$ cat src/rtl/cam_pkg.sv
// Shared definitions for the dual-camera frame read path.
package cam_pkg;

  localparam int X_W       = 11;
  localparam int Y_W       = 10;
  localparam int H_ACT_DEF = 1280;
  localparam int V_ACT_DEF = 720;

  typedef enum logic [2:0] {
    ST_IDLE,
    ST_WAIT_LINE,
    ST_READ_CAM1,
    ST_READ_CAM2,
    ST_LINE_END
  } state_t;

endpackage

$ cat src/rtl/timeout_cnt.sv
// Saturating wait-cycle counter; expired is high once LIMIT-1 cycles have been counted.
module timeout_cnt #(
  parameter int LIMIT = 16
) (
  input  logic rclk,
  input  logic rstn,
  input  logic clear,
  input  logic en,
  output logic expired
);

  localparam int W = (LIMIT > 1) ? $clog2(LIMIT) : 1;

  logic [W-1:0] cnt;

  assign expired = (cnt == W'(LIMIT - 1));

  // NOTE: sequential state is updated with <= only, so every flop samples pre-edge values.
  always_ff @(posedge rclk or negedge rstn) begin
    if (!rstn)                cnt <= '0;
    else if (clear)           cnt <= '0;
    else if (en && !expired)  cnt <= cnt + W'(1);
  end

endmodule

$ cat src/rtl/frame_read_sched.sv
// Reads one line from cam1's FIFO then one from cam2's, line by line, for a whole frame.
module frame_read_sched
  import cam_pkg::*;
#(
  parameter int H_ACT   = H_ACT_DEF,
  parameter int V_ACT   = V_ACT_DEF,
  parameter int TIMEOUT = 1_000_000
) (
  input  logic           rclk,
  input  logic           rstn,
  input  logic           start,
  input  logic           abort,
  input  logic           cam1_ready,
  input  logic           cam2_ready,
  input  logic           sink_ready,
  output logic           cam1_re,
  output logic           cam2_re,
  output logic           cam_id,
  output logic           pix_valid,
  output logic [X_W-1:0] x,
  output logic [Y_W-1:0] y,
  output logic           line_start,
  output logic           frame_done,
  output logic           timeout_err,
  output logic           busy
);

  state_t         state;
  logic [X_W-1:0] rd_cnt;
  logic [Y_W-1:0] y_cnt;
  logic           wait_expired;
  logic           rd;
  logic           rd_last;
  logic           y_last;

  // Read enables follow sink_ready within the cycle; abort suppresses them so nothing is popped.
  assign cam1_re     = (state == ST_READ_CAM1) && sink_ready && !abort;
  assign cam2_re     = (state == ST_READ_CAM2) && sink_ready && !abort;
  assign rd          = cam1_re || cam2_re;
  assign rd_last     = (rd_cnt == X_W'(H_ACT - 1));
  assign y_last      = (y_cnt == Y_W'(V_ACT - 1));
  assign line_start  = cam1_re && (rd_cnt == '0);
  assign frame_done  = (state == ST_LINE_END) && y_last && !abort;
  assign timeout_err = (state == ST_WAIT_LINE) && wait_expired && !abort;
  assign busy        = (state != ST_IDLE);

  // Held clear outside WAIT_LINE, so every entry starts counting from zero.
  timeout_cnt #(.LIMIT(TIMEOUT)) u_timeout_cnt (
    .rclk    (rclk),
    .rstn    (rstn),
    .clear   (state != ST_WAIT_LINE),
    .en      (state == ST_WAIT_LINE),
    .expired (wait_expired)
  );

  always_ff @(posedge rclk or negedge rstn) begin
    if (!rstn) begin
      state     <= ST_IDLE;
      rd_cnt    <= '0;
      y_cnt     <= '0;
      pix_valid <= 1'b0;
      cam_id    <= 1'b0;
      x         <= '0;
      y         <= '0;
    end else begin
      // FIFO data appears one cycle after its read enable; tag it with what was read.
      pix_valid <= rd;
      if (rd) begin
        cam_id <= cam2_re;
        x      <= rd_cnt;
        y      <= y_cnt;
      end

      if (abort) begin
        state  <= ST_IDLE;
        rd_cnt <= '0;
      end else begin
        unique case (state)
          ST_IDLE: begin
            if (start) begin
              state  <= ST_WAIT_LINE;
              rd_cnt <= '0;
              y_cnt  <= '0;
            end
          end
          ST_WAIT_LINE: begin
            if (wait_expired)                  state <= ST_IDLE;
            else if (cam1_ready && cam2_ready) state <= ST_READ_CAM1;
          end
          ST_READ_CAM1: begin
            if (cam1_re) begin
              if (rd_last) begin
                rd_cnt <= '0;
                state  <= ST_READ_CAM2;
              end else begin
                rd_cnt <= rd_cnt + X_W'(1);
              end
            end
          end
          ST_READ_CAM2: begin
            if (cam2_re) begin
              if (rd_last) begin
                rd_cnt <= '0;
                state  <= ST_LINE_END;
              end else begin
                rd_cnt <= rd_cnt + X_W'(1);
              end
            end
          end
          ST_LINE_END: begin
            if (y_last) begin
              state <= ST_IDLE;
            end else begin
              y_cnt <= y_cnt + Y_W'(1);
              state <= ST_WAIT_LINE;
            end
          end
          default: state <= ST_IDLE;
        endcase
      end
    end
  end

endmodule

$ cat config.mk
export PLATFORM = sky130hd
export DESIGN_NAME = frame_read_sched
export DESIGN_NICKNAME = d
export VERILOG_FILES = /design/src/rtl/cam_pkg.sv /design/src/rtl/timeout_cnt.sv /design/src/rtl/frame_read_sched.sv
export SDC_FILE = /design/constraint.sdc
export NUM_CORES = 1
export LEC_CHECK = 0
export ABC_AREA = 1
export ABC_CLOCK_PERIOD_IN_PS = 3300
export CAP_MARGIN = 20
export CORE_UTILIZATION = 35
export DETAILED_ROUTE_END_ITERATION = 8
export PLACE_DENSITY = 0.61
export SETUP_SLACK_MARGIN = 0.1
export SYNTH_ARGS = -nofsm -noshare
export SYNTH_HDL_FRONTEND = slang
export SYNTH_SLANG_ARGS = --single-unit
$ cat constraint.sdc
create_clock -name rclk -period 3.3 [get_ports rclk]
set_input_delay 0.825 -clock rclk [delete_from_list [all_inputs] [get_ports rclk]]
set_output_delay 0.825 -clock rclk [all_outputs]
set_load 0.01 [all_outputs]
Word-level counts from Yosys, hierarchy flattened
Cells that the tools add are included.
{"block": "totals", "regBits": 67, "inputBits": 7, "output_inout_bits": 29, "elab_cells": 72}
{"block": "classes", "n_addsub": 3, "n_eq_ne": 16, "muxes": 21, "n_bitwise": 1, "reduce_logical": 23}
{"op": "two-way mux 11 bit", "n": 5}
{"op": "two-way mux 20 bit", "n": 2}
{"op": "case mux 11 bit (3 select lines)", "n": 1}
{"op": "two-way mux 3 bit", "n": 8}
{"op": "adder 20 x 1 -> 20 bit (second input constant)", "n": 1}
{"op": "equality test 20 bit (second input constant)", "n": 1}
{"op": "two-way mux 10 bit", "n": 2}
{"op": "case mux 10 bit (2 select lines)", "n": 1}
{"op": "inequality test 3 bit (second input constant)", "n": 5}
{"op": "case mux 3 bit (5 select lines)", "n": 1}
{"op": "adder 11 x 1 -> 11 bit (second input constant)", "n": 1}
{"op": "equality test 11 bit (second input constant)", "n": 1}
{"op": "logical AND 1 bit", "n": 11}
{"op": "zero test 11 bit", "n": 1}
{"op": "adder 10 x 1 -> 10 bit (second input constant)", "n": 1}
{"op": "equality test 10 bit (second input constant)", "n": 1}
{"op": "AND reduction 4 bit", "n": 2}
{"op": "equality test 3 x 2 -> 1 bit (second input constant)", "n": 2}
{"op": "AND reduction 6 bit", "n": 1}
{"op": "inequality test 2 bit (second input constant)", "n": 2}
{"op": "inequality test 4 bit (second input constant)", "n": 1}
{"op": "nonzero test 2 bit", "n": 2}
{"op": "nonzero test 4 bit", "n": 1}
{"op": "equality test 3 x 1 -> 1 bit (second input constant)", "n": 1}
{"op": "other kinds (8)", "n": 9}

Logic depth before layout (Yosys ltp)
{"block": "depth", "depth_word": 6, "mapped_depth": 11, "mapped_depth_nobuf": 10}

By module
Synthesis repeated with hierarchy kept, for this count alone.
{"block": "unflattened", "cells_unflattened": 524, "hier_area_um2": 3967.6}
{"mod": "frame_read_sched", "instances": 1, "cells_per_inst": 326, "area_each_um2": 2546.2, "seq_area_each_um2": 1176.1}
{"mod": "timeout_cnt", "instances": 1, "cells_per_inst": 198, "area_each_um2": 1421.4, "seq_area_each_um2": 500.5}

Worst setup path after synthesis
Ideal clock, no wire load.
{"block": "synth_path", "path_kind": "in2out", "start": "input abort", "end": "output line_start", "arrival_ps": 1594, "t_required_ps": 2475, "setup_slack_ps": 881, "stages": 6, "n_path_buf": 0, "cell_sequence": "inv_2 > nand2_2 > nor2_4 > inv_2 > nor2_1 > nor4b_2"}
{"block": "synth_via", "elab_chain_cells": 3}
{"item": "from (decl)", "line_no": "frame_read_sched.sv:12", "source": "input logic abort,"}
{"item": "zero test 1 bit", "line_no": "frame_read_sched.sv:37", "source": "assign cam1_re = (state == ST_READ_CAM1) && sink_ready && !abort;"}
{"item": "logical AND 1 bit", "line_no": "frame_read_sched.sv:37"}
{"item": "logical AND 1 bit", "line_no": "frame_read_sched.sv:42", "source": "assign line_start = cam1_re && (rd_cnt == '0);"}
{"item": "to (decl)", "line_no": "frame_read_sched.sv:22", "source": "output logic line_start,"}
No other way between the ends.

Worst setup path in the final report
{"block": "layout_path", "start": "input abort", "end": "output cam2_re"}
{"block": "layout_via", "elab_chain_cells": 2}
{"item": "zero test 1 bit", "line_no": "frame_read_sched.sv:38", "source": "assign cam2_re = (state == ST_READ_CAM2) && sink_ready && !abort;"}
{"item": "logical AND 1 bit", "line_no": "frame_read_sched.sv:38"}
{"item": "to (decl)", "line_no": "frame_read_sched.sv:17", "source": "output logic cam2_re,"}
No other way between the ends.

==> flow_summary_export.csv <==
group,metric,value,unit
status,status,"finished clean",
cells_and_area,final_cells,626,
synthesis,synth-main-ff-cell,"dfrtp_1",
global_route,grt_max_degree,68,
synthesis,ys_ff_latch,67,
synthesis,yosysMostFrequentCell,"nand2_1",
synthesis,ys_warn_count,0,
synthesis,synth_edf_count,0,
synthesis,netlist_area,0.00344,mm^2
power,peakVddDrop,0.265,mV
route,drt-vias-per-instance,4.77,
synthesis,synth_seq_area_share,48.8,%
timing,hold_viol,0,
setup_path,startpoint,"abort",
power,switching_share,31.8,%
setup_path,timing.rr.start,"y_cnt[0]",
clocking,cts_resized,2,
timing,fmax,320,MHz
die,initial_core_util,36.7,%
synthesis,syn_nets,454,
placement,postPlaceCellArea,0.00400,mm^2
setup_path,r2r-end,"y_cnt[0]",
setup_path,critPathMaxStageDelay,0.54,ns
setup_path,rrSetupSlack,1.42,ns
timing,tightest_slew,0.406,ns
global_route,grt_pass1_wl,13100,um
die,die_y,101,um
placement,place.gp.congestion,0.874,
timing,fin_skew,0.00843,ns
timing,relSlewSlack,72.7,%
setup_path,crit_end,"cam2_re",
setup_path,crit_type,"in -> out",
route,ant_nets,0,
setup_path,crit_slowest_cell,"clkdlybuf4s50_1",
route,detail_route.first_pass.iterations,4,
flow_run,drv_cap,0,
clocking,cts_root_buffer,"clkbuf_8",
timing,finalSetupViolations,0,
cells_and_area,drive_gt1_share,9.46,%
timing,rsz0062_at_grt,"true",
setup_path,crit_fanout,9,
setup_path,crit_top_cell,"clkdlybuf4s50_1",
cells_and_area,final_area,0.00426,mm^2
global_route,first_global_vias,2867,
timing,fin_crit_sh,94.6,%
clocking,cts_max_level,3,
clocking,clkSinkCount,67,
worst_hold_path,worstHoldPathType,"reg -> reg",
die,die-area,0.0102,mm^2
power,p_switching,0.823,mW
power,power_density,607,mW/mm^2
clocking,cts-root-to-sink-buffers,2,
synthesis,yosysTopAreaCell,"dfrtp_1",
timing,period_needed,3.12,ns
power,p_leak,1.91,nW
route,vias,2983,
route,drc,0,
cells_and_area,diodes,0,
worst_hold_path,whs_path_depth,2,
synthesis,ys_top_cells_by_count,"107 x nand2_1, 67 x dfrtp_1, 56 x nor2_1, 44 x inv_1, 38 x nand3_1",
placement,post-place-cells,610,
global_route,grt_overflow,0,
power,seqPwrFrac,38.2,%
setup_path,crit_path_end_kind,"primary output",
synthesis,async_reset_ff_share,100,%
setup_path,worst_ep_required_time,2.47,ns
setup_path,reg2regPathDepth,8,
synthesis,synth_top_area_share,48.8,%
synthesis,ys_types,30,
clocking,postCtsHoldBufs,0,
die,pin_count,36,
synthesis,syn_inst,443,
setup_path,arrival,2.30,ns
timing,finalMaxSlewViolations,0,
cells_and_area,nNetsFinal,503,
route,drt-initial-drc-count,156,
die,die_x,101,um
die,coreArea,0.00937,mm^2
cells_and_area,area_growth,23.9,%
clocking,cts_tree,"yes",
power,p_clk_share,33.8,%
clocking,clk_pin_slew,0.07,ns
global_route,antenna_found_initial,0,
clocking,clk_latency,0.34,ns
global_route,grtUsageTotal,16.4,%
route,routedWlPerCell,12.3,um
clocking,post_cts_buffers,0,
setup_path,critPathLaunchType,"input port",
power,p_int,1.76,mW
clocking,cts_buffers,9,
power,p_comb_share,28.0,%
setup_path,crit_chain,"clkdlybuf4s50_1 > inv_2 > buf_4 > nand2_1 > nor2_1 > clkdlybuf4s50_1",
placement,hpwl,5560,um
synthesis,avgSynthCellArea,7.76,um^2
synthesis,ys_top_cells_by_area,"dfrtp_1 49%, nand2_1 12%, nor2_1 6.1%",
die,rows,35,
placement,numPortBuffers,35,
route,routed_wl,7710,um
## power by group through the flow
stage | combinational, mW | clock, mW | sequential [mW]
final | 0.723 | 0.875 | 0.987
after global routing | 0.813 | 0.945 | 1.00
after CTS | 0.732 | 0.897 | 0.988
after detailed placement | 0.729 | 0 | 1.00
after global placement | 0.725 | 0 | 1.00
after floorplan | 0.420 | 0 | 1.01
## registers in the layout, indices dropped and copies added (netlist names)
register           flops
y_cnt                 10
u_timeout_cnt.cnt     20
cam_id                 1
x                     11
state                  3
y                     10
rd_cnt                11
pix_valid              1
## logic make-up after synthesis
group / after synthesis / share of synthesized area [%]
flops: 67 / 48.8
xor+xnor: 11 / 2.80
compound gates: 63 / 9.61
fa+ha+maj: 4 / 1.46
simple gates: 239 / 30.3
mux: 1 / 0.291
buf+inv: 58 / 6.73
## cells in the final DEF (no fill, tap or decap), types with 2 or more instances in the layout
master,count
dfrtp_1,67
nor2_2,5
nand2_2,2
bufinv_16,3
ha_1,4
nor3_1,12
clkbuf_8,12
or2_2,3
nor2_1,55
nand2_1,107
o21ai_1,22
xor2_1,10
o31ai_1,2
o21ai_0,21
inv_2,6
nand4_1,12
clkdlybuf4s50_1,31
a22oi_1,2
buf_4,10
dlygate4sd2_1,2
inv_1,44
nand3_1,38
a21oi_1,14
## final cells by class
type                       count  area (um^2)
sequential                    67         1680
timing repair buffer          46          440
fill                         942         5110
clock inverter                 4         95.1
tap                          129          161
clock buffer                  12          165
inverter                      50          188
multi-input combinational    318         1530
## per-layer routing
layer	share of wire (%)	routed length (um)	vias up	track usage [%]
met3	5.5	427	8	5.13
li1	-	-	1538	-
met1	47	3590	1368	21.3
met2	47	3610	69	26.5
met4	1.1	82	0	4.35
met5	0	0	-	0
## critical path, delay by kind of cell
family / cells / cell delay, ns
and+or+nand+nor: 2 / 0.18
buffers and inverters: 4 / 1.28
## stage by stage
step                TNS [ns]  util (%)  worst slack [ns]  hold slack, ns  total power [mW]
floorplan                  0         -             0.881           0.475              1.43
global placement     -0.0841      42.6           -0.0841           0.459              1.73
detailed placement   -0.0732      42.6           -0.0732           0.462              1.73
CTS                        0      45.4             0.104           0.481              2.62
global route               0      45.4            0.0737           0.513              2.76
finish                     0      45.4             0.180           0.474              2.58
## worst min-delay path by stage
stage / startpoint / endpoint / slack (ns)
6_report: y[3] / y[3] / 0.47
5_1_grt: rstn / y[3] / 0.51
4_1_cts: y[3] / y[3] / 0.48
3_5_place_dp: y[3] / y[3] / 0.46
3_3_place_gp: y[3] / y[3] / 0.46
2_1_floorplan: u_timeout_cnt.cnt[8] / u_timeout_cnt.cnt[8] / 0.48
Power figures use the tool's default switching activity.
